===== config.mk =====
export PLATFORM = sky130hd
export DESIGN_NAME = serial_alu32_flat
export DESIGN_NICKNAME = d
export VERILOG_FILES = /design/src/rtl/serial_alu32_if.sv /design/src/rtl/serial_alu32.sv /design/src/flat_wrapper.sv
export SDC_FILE = /design/constraint.sdc
export NUM_CORES = 1
export LEC_CHECK = 0
export CORE_MARGIN = 5
export CORE_UTILIZATION = 50
export CTS_CLUSTER_SIZE = 12
export DETAILED_ROUTE_END_ITERATION = 16
export PLACE_DENSITY = 0.76
export SLEW_MARGIN = 0
export SYNTH_ARGS = -nofsm -noshare
export SYNTH_HDL_FRONTEND = slang
export SYNTH_SLANG_ARGS = --single-unit

===== constraint.sdc =====
create_clock -name clock -period 2.1 [get_ports clock]
set_input_delay 0.63 -clock clock [delete_from_list [all_inputs] [get_ports clock]]
set_output_delay 0.63 -clock clock [all_outputs]
set_load 0.05 [all_outputs]

===== src/rtl/serial_alu32_if.sv =====
// Operand/result bundle between a requester and the bit-serial ALU sequencer.
interface serial_alu32_if #(
   parameter int WIDTH = 32
);
   logic             start;
   logic [WIDTH-1:0] A;
   logic [WIDTH-1:0] B;
   logic [2:0]       control;
   logic             busy;
   logic             done;
   logic [WIDTH-1:0] out;
   logic             overflow;
   logic             zero;
   logic             negative;

   modport master (
      output start, A, B, control,
      input  busy, done, out, overflow, zero, negative
   );

   modport slave (
      input  start, A, B, control,
      output busy, done, out, overflow, zero, negative
   );
endinterface


===== src/rtl/serial_alu32.sv =====
// Bit-serial ALU sequencer: one 1-bit slice per cycle, LSB first, registered ripple carry.
// Optional SERIAL_ALU_FLAGS_EN enables the overflow/zero/negative flags (tied to 0 otherwise).
module serial_alu32 #(
   parameter int WIDTH = 32
) (
   input  logic          clock,
   input  logic          reset,
   serial_alu32_if.slave bus
);
   localparam int CNT_W = $clog2(WIDTH);

   typedef enum logic [1:0] {
      ST_IDLE = 2'd0,
      ST_RUN  = 2'd1,
      ST_DONE = 2'd2
   } state_t;

   state_t           state_r;
   state_t           state_s;
   logic             accept_s;
   logic             finish_s;

   logic [WIDTH-1:0] a_sh_r;
   logic [WIDTH-1:0] b_sh_r;
   logic [WIDTH-1:0] res_sh_r;
   logic [2:0]       ctrl_r;
   logic             carry_r;
   logic [CNT_W-1:0] cnt_r;

   logic             b_eff_s;
   logic             sum_s;
   logic             cout_s;
   logic             logic_s;
   logic             res_bit_s;
   logic             last_bit_s;
   logic [WIDTH-1:0] result_s;

   logic             busy_r;
   logic             done_r;
   logic [WIDTH-1:0] out_r;

   assign last_bit_s = (cnt_r == CNT_W'(WIDTH - 1));
   assign result_s   = {res_bit_s, res_sh_r[WIDTH-1:1]};

   // One-bit ALU slice; B is inverted for the subtract codes through control[0].
   always_comb begin
      b_eff_s = b_sh_r[0] ^ ctrl_r[0];
      sum_s   = a_sh_r[0] ^ b_eff_s ^ carry_r;
      cout_s  = (a_sh_r[0] & b_eff_s) | (carry_r & (a_sh_r[0] ^ b_eff_s));
      logic_s = 1'b0;
      case (ctrl_r[1:0])
         2'b00:   logic_s = a_sh_r[0] & b_sh_r[0];
         2'b01:   logic_s = a_sh_r[0] | b_sh_r[0];
         2'b10:   logic_s = ~(a_sh_r[0] | b_sh_r[0]);
         2'b11:   logic_s = a_sh_r[0] ^ b_sh_r[0];
         default: logic_s = 1'b0;
      endcase
      if (ctrl_r[2]) begin
         res_bit_s = logic_s;
      end else begin
         res_bit_s = sum_s;
      end
   end

   // FSM state register.
   always_ff @(posedge clock or negedge reset) begin
      if (!reset) begin
         state_r <= ST_IDLE;
      end else begin
         state_r <= state_s;
      end
   end

   // FSM next-state and acceptance/completion strobes.
   always_comb begin
      state_s  = state_r;
      accept_s = 1'b0;
      finish_s = 1'b0;
      case (state_r)
         ST_IDLE: begin
            if (bus.start) begin
               state_s  = ST_RUN;
               accept_s = 1'b1;
            end else begin
               state_s  = ST_IDLE;
            end
         end
         ST_RUN: begin
            if (last_bit_s) begin
               state_s  = ST_DONE;
               finish_s = 1'b1;
            end else begin
               state_s  = ST_RUN;
            end
         end
         ST_DONE: state_s = ST_IDLE;
         default: state_s = ST_IDLE;
      endcase
   end

   // Operand shift registers, carry chain and bit counter.
   always_ff @(posedge clock or negedge reset) begin
      if (!reset) begin
         a_sh_r   <= {WIDTH{1'b0}};
         b_sh_r   <= {WIDTH{1'b0}};
         res_sh_r <= {WIDTH{1'b0}};
         ctrl_r   <= 3'd0;
         carry_r  <= 1'b0;
         cnt_r    <= {CNT_W{1'b0}};
      end else if (accept_s) begin
         a_sh_r   <= bus.A;
         b_sh_r   <= bus.B;
         res_sh_r <= {WIDTH{1'b0}};
         ctrl_r   <= bus.control;
         carry_r  <= bus.control[0];
         cnt_r    <= {CNT_W{1'b0}};
      end else if (state_r == ST_RUN) begin
         a_sh_r   <= {1'b0, a_sh_r[WIDTH-1:1]};
         b_sh_r   <= {1'b0, b_sh_r[WIDTH-1:1]};
         res_sh_r <= result_s;
         carry_r  <= cout_s;
         cnt_r    <= cnt_r + {{(CNT_W-1){1'b0}}, 1'b1};
      end else begin
         a_sh_r   <= a_sh_r;
         b_sh_r   <= b_sh_r;
         res_sh_r <= res_sh_r;
         carry_r  <= carry_r;
         cnt_r    <= cnt_r;
      end
   end

   // Status and result registers; the result is written on the edge entering DONE.
   always_ff @(posedge clock or negedge reset) begin
      if (!reset) begin
         busy_r <= 1'b0;
         done_r <= 1'b0;
         out_r  <= {WIDTH{1'b0}};
      end else begin
         busy_r <= (state_s != ST_IDLE);
         done_r <= finish_s;
         if (finish_s) begin
            out_r <= result_s;
         end else begin
            out_r <= out_r;
         end
      end
   end

   assign bus.busy = busy_r;
   assign bus.done = done_r;
   assign bus.out  = out_r;

`ifdef SERIAL_ALU_FLAGS_EN
   logic ovf_s;
   logic overflow_r;
   logic zero_r;
   logic negative_r;

   // At the last bit, carry_r is the carry into the MSB and cout_s the carry out of it.
   always_comb begin
      ovf_s = 1'b0;
      case (ctrl_r)
         3'd0:    ovf_s = cout_s;
         3'd2:    ovf_s = carry_r ^ cout_s;
         3'd3:    ovf_s = carry_r ^ cout_s;
         default: ovf_s = 1'b0;
      endcase
   end

   // Flag registers, written together with the result.
   always_ff @(posedge clock or negedge reset) begin
      if (!reset) begin
         overflow_r <= 1'b0;
         zero_r     <= 1'b1;
         negative_r <= 1'b0;
      end else if (finish_s) begin
         overflow_r <= ovf_s;
         zero_r     <= (result_s == {WIDTH{1'b0}});
         negative_r <= result_s[WIDTH-1];
      end else begin
         overflow_r <= overflow_r;
         zero_r     <= zero_r;
         negative_r <= negative_r;
      end
   end

   assign bus.overflow = overflow_r;
   assign bus.zero     = zero_r;
   assign bus.negative = negative_r;
`else
   assign bus.overflow = 1'b0;
   assign bus.zero     = 1'b0;
   assign bus.negative = 1'b0;
`endif
endmodule


===== src/flat_wrapper.sv =====
// flat-port wrapper written by rule: the top's interface ports become plain ports
module serial_alu32_flat 
#(
   parameter int WIDTH = 32
)
  (clock, reset, bus_start, bus_A, bus_B, bus_control, bus_busy, bus_done, bus_out, bus_overflow, bus_zero, bus_negative);
  serial_alu32_if #(.WIDTH(WIDTH)) bus_i ();
  input  logic clock;
  input  logic reset;
  input wire logic [$bits(bus_i.start)-1:0] bus_start;
  input wire logic [$bits(bus_i.A)-1:0] bus_A;
  input wire logic [$bits(bus_i.B)-1:0] bus_B;
  input wire logic [$bits(bus_i.control)-1:0] bus_control;
  output wire logic [$bits(bus_i.busy)-1:0] bus_busy;
  output wire logic [$bits(bus_i.done)-1:0] bus_done;
  output wire logic [$bits(bus_i.out)-1:0] bus_out;
  output wire logic [$bits(bus_i.overflow)-1:0] bus_overflow;
  output wire logic [$bits(bus_i.zero)-1:0] bus_zero;
  output wire logic [$bits(bus_i.negative)-1:0] bus_negative;
  assign bus_i.start = bus_start;
  assign bus_i.A = bus_A;
  assign bus_i.B = bus_B;
  assign bus_i.control = bus_control;
  assign bus_busy = bus_i.busy;
  assign bus_done = bus_i.done;
  assign bus_out = bus_i.out;
  assign bus_overflow = bus_i.overflow;
  assign bus_zero = bus_i.zero;
  assign bus_negative = bus_i.negative;
  serial_alu32 #(.WIDTH(WIDTH)) u_core (.clock(clock), .reset(reset), .bus(bus_i));
endmodule

==> run_summary.xml, run 1 <==
<?xml version="1.0" encoding="UTF-8"?>
<metrics>
  <group name="final_layout">
    <metric name="finish.net_count" unit="">723</metric>
    <metric name="filler_cell_count" unit="">999</metric>
    <metric name="post_route_design_area" unit="sq um">8070</metric>
    <metric name="mostFrequentLayoutCells" unit="">dfrtp_1, clkdlybuf4s50_1, nor2b_1</metric>
    <metric name="drive_gt1_share" unit="%">18.8</metric>
    <metric name="final_core_utilization" unit="%">63.9</metric>
    <metric name="multiInputGateArea" unit="sq um">2600</metric>
    <metric name="area_growth_syn_to_layout" unit="%">25.2</metric>
    <metric name="layout.cells.most_common" unit="">dfrtp_1</metric>
    <metric name="antenna_cells_inserted" unit="">0</metric>
    <metric name="ff_latch_area" unit="sq um">3510</metric>
  </group>
  <group name="setup_path">
    <metric name="max_stage_delay" unit="ps">530</metric>
    <metric name="ff2ff_path_depth" unit="">6</metric>
    <metric name="critical_path_required" unit="ps">1470</metric>
    <metric name="crit_family" unit="">buffers and inverters</metric>
    <metric name="timing.critical_path.fanout_max" unit="">1</metric>
    <metric name="critical_path.reg2reg.endpoint" unit="">u_core.bus.out[3]</metric>
    <metric name="startpoint_type" unit="">register</metric>
    <metric name="worst-path-buf-inv" unit="">1</metric>
    <metric name="setup.worst_path.class" unit="">register to output port</metric>
    <metric name="crit_chain" unit="">dlygate4sd2_1</metric>
    <metric name="rr_startpoint" unit="">u_core.cnt_r[0]</metric>
    <metric name="worstSetupStartpoint" unit="">u_core.bus.busy</metric>
    <metric name="critical-path-slowest-cell" unit="">dlygate4sd2_1</metric>
    <metric name="endpoint_kind_of_the_worst_setup_timing_path" unit="">output port</metric>
    <metric name="critical_path.endpoint" unit="">bus_busy</metric>
    <metric name="reg2reg_slack" unit="ps">230</metric>
    <metric name="cp_data_arrival_time" unit="ps">1270</metric>
    <metric name="critical_path_depth" unit="">1</metric>
  </group>
  <group name="drt">
    <metric name="detail_route.first_pass.iterations" unit="">5</metric>
    <metric name="route.final.wire_length" unit="mm">14.2</metric>
    <metric name="antenna_violating_nets_post_route" unit="">0</metric>
    <metric name="routed_wire_length_per_instance" unit="microns">17.0</metric>
    <metric name="drt-vias-per-instance" unit="">5.57</metric>
    <metric name="drtIter0Drc" unit="">381</metric>
    <metric name="vias" unit="">4643</metric>
    <metric name="remaining_drc_errors" unit="">0</metric>
  </group>
  <group name="global_routing">
    <metric name="largest_net_degree_at_the_start_of_global_routing" unit="">75</metric>
    <metric name="vias_in_the_first_global_route" unit="">4655</metric>
    <metric name="gr-usage-all-layers" unit="%">19.8</metric>
    <metric name="global_route_wire_length_before_repair" unit="mm">23.8</metric>
    <metric name="grt_overflow_total" unit="">0</metric>
    <metric name="antenna_found_initial" unit="">1</metric>
  </group>
  <group name="sta">
    <metric name="clock_skew" unit="ps">10.3</metric>
    <metric name="max_slew.worst_pin.slew" unit="ps">564</metric>
    <metric name="final_min_period" unit="ps">1900</metric>
    <metric name="slew_headroom" unit="%">62.4</metric>
    <metric name="setup_violations" unit="">0</metric>
    <metric name="fmaxAchievable" unit="GHz">0.525</metric>
    <metric name="setup_tns" unit="ps">0</metric>
    <metric name="final_max_slew_viol_count" unit="">0</metric>
    <metric name="final_cycle_utilization_of_the_critical_path" unit="%">90.7</metric>
    <metric name="grt_setup_unrepaired" unit="">false</metric>
    <metric name="hold_violations" unit="">0</metric>
  </group>
  <group name="power">
    <metric name="p_per_cell_area" unit="nW/um^2">1410</metric>
    <metric name="design_power_total" unit="W">0.0113</metric>
    <metric name="p_switching" unit="W">0.00401</metric>
    <metric name="clock_power_share" unit="%">26.1</metric>
    <metric name="p_sw_share" unit="%">35.4</metric>
    <metric name="power.share.combinational" unit="%">33.7</metric>
    <metric name="intPower" unit="W">0.00733</metric>
    <metric name="share_of_power_burned_in_registers" unit="%">40.2</metric>
    <metric name="worst_ir_drop_on_vdd" unit="mV">0.752</metric>
    <metric name="static-leakage-power" unit="nW">3.70</metric>
  </group>
  <group name="placement">
    <metric name="io_buffers" unit="">103</metric>
    <metric name="placed_area" unit="sq um">7480</metric>
    <metric name="gp_weighted_congestion" unit="">0.763</metric>
    <metric name="detailed_place_hpwl" unit="mm">9.26</metric>
  </group>
  <group name="synthesis">
    <metric name="cell_area_synth" unit="sq um">6440</metric>
    <metric name="ys.flop_type" unit="">dfrtp_1</metric>
    <metric name="proportion_of_synthesized_chip_area_in_sequential_cells" unit="%">54.4</metric>
    <metric name="ys_types" unit="">32</metric>
    <metric name="synthCells" unit="">556</metric>
    <metric name="ff_latch_count_synth" unit="">140</metric>
    <metric name="yosys.area.top_type" unit="">dfrtp_1</metric>
    <metric name="synth-warning-count" unit="">0</metric>
    <metric name="synthTopCellsByArea" unit="">dfrtp_1, a22oi_1, nor2b_1</metric>
    <metric name="asyncSetResetFlopFracSynth" unit="%">100</metric>
    <metric name="synth-edff-count" unit="">0</metric>
    <metric name="syn_avg_cell_area" unit="sq um">11.6</metric>
    <metric name="post-synth-top-area-fraction" unit="%">54.4</metric>
  </group>
  <group name="cts">
    <metric name="clock_latency_of_the_later_clocked_register_in_the_worst_skew_pair" unit="ps">420</metric>
    <metric name="cts.path.max_buffers" unit="">2</metric>
    <metric name="cts.sinks" unit="">140</metric>
    <metric name="tritoncts" unit="">built</metric>
    <metric name="clockRootBuffer" unit="">clkbuf_16</metric>
    <metric name="cts-buffers-inserted" unit="">17</metric>
    <metric name="cts_setup_buffers" unit="">0</metric>
    <metric name="clk_pin_slew" unit="ps">60</metric>
    <metric name="htree_levels" unit="">4</metric>
    <metric name="ctsHoldBuffers" unit="">0</metric>
  </group>
  <group name="floorplanning">
    <metric name="die_h" unit="microns">124</metric>
    <metric name="coreArea" unit="sq um">12600</metric>
    <metric name="effective_utilization_at_floorplan" unit="%">51.1</metric>
    <metric name="ios" unit="">107</metric>
    <metric name="die_area" unit="sq um">15300</metric>
    <metric name="die_width" unit="microns">124</metric>
    <metric name="rows" unit="">41</metric>
  </group>
  <group name="job">
    <metric name="max_cap_viol_count" unit="">0</metric>
  </group>
  <group name="outcome">
    <metric name="result_of_the_run" unit="">finished clean</metric>
  </group>
  <group name="hold_path">
    <metric name="hold_class" unit="">primary input to async pin</metric>
  </group>
</metrics>
## cell usage after synthesis (all sizes together), types with 3 or more instances
library cell    n
nand2           5
o21ai          69
dfrtp         140
buf            38
mux2           35
ha              4
a2bb2oi         3
a21oi          64
a22o           33
nor2b          68
a22oi          64
inv             5
clkbuf         13
## worst min path at each step
| stage | cells past startpoint | startpoint | to |
|---|---|---|---|
| 3_3_place_gp | 2 | u_core.b_sh_r[31] | u_core.b_sh_r[31] |
| 6_report | 1 | reset | u_core.bus.out[23] |
| 2_1_floorplan | 0 | reset | u_core.a_sh_r[0] |
| 4_1_cts | 1 | reset | u_core.bus.out[22] |
| 5_1_grt | 1 | reset | u_core.bus.busy |
| 3_5_place_dp | 1 | u_core.bus.out[21] | u_core.bus.out[21] |
## stage by stage
step           std cells  worst slack [ps]  hold WS (ps)
3_5_place_dp         801               220           497
3_3_place_gp         801               285           484
4_1_cts              833               174           135
5_1_grt              833               143           145
2_1_floorplan        558               371           334
6_report             833               196           129
## layout make-up
| type | count | share of cell area [%] |
|---|---|---|
| repair buffers | 122 | 14.1 |
| flip-flops and latches | 140 | 43.4 |
| well taps | 172 | 2.67 |
| inverters | 5 | 0.233 |
| clock inverters | 9 | 1.40 |
| multi-input cells | 362 | 32.3 |
| clock buffers | 23 | 5.92 |
## registers in the layout, indices dropped and copies added (netlist names)
name and count:
u_core.a_sh_r 32, u_core.b_sh_r 32, u_core.bus.out 32, u_core.res_sh_r 31, u_core.cnt_r 5, u_core.ctrl_r 3, u_core.state_r 2, u_core.bus.busy 1
u_core.bus.done 1, u_core.carry_r 1
## kinds of logic (layout without fill, tap and decap cells)
group / Yosys count / in the layout / synth area share (%)
compound gates: 235 / 235 / 22.9
xor+xnor: 1 / 1 / 0.136
fa+ha+maj: 5 / 5 / 1.09
buf+inv: 56 / 159 / 5.49
flops: 140 / 140 / 54.4
mux: 36 / 36 / 7.84
other cells: 1 / 3 / 0.0582
simple gates: 82 / 82 / 8.08
## repair_timing
action                                  4_1_cts  5_1_grt
endpoints found under the hold margin         0        0
gates resized for setup                       1        0
endpoints found under the setup margin        1        0
## power groups by stage
stage	Clock, W	Combinational, W	Sequential [W]
after global routing	0.00316	0.00419	0.00469
after detailed placement	0	0.00387	0.00458
after floorplan	0	0.00225	0.00509
after CTS	0.00301	0.00388	0.00455
final	0.00296	0.00383	0.00456
after global placement	0	0.00374	0.00452
## layer usage
| layer | global-route usage (%) | wire [microns] |
|---|---|---|
| met2 | 30.0 | 6920 |
| met3 | 6.27 | 779 |
| met4 | 5.33 | 132 |
| met1 | 27.8 | 6330 |
| met5 | 0 | 12 |
(Power assumes the default switching activity.)
==> run 2, diff against run 1 <==
CTS_CLUSTER_DIAMETER = 40   (was not set)
==> results of run 2 <==
No change in the layout: final DEF, timing and power equal those of run 1.
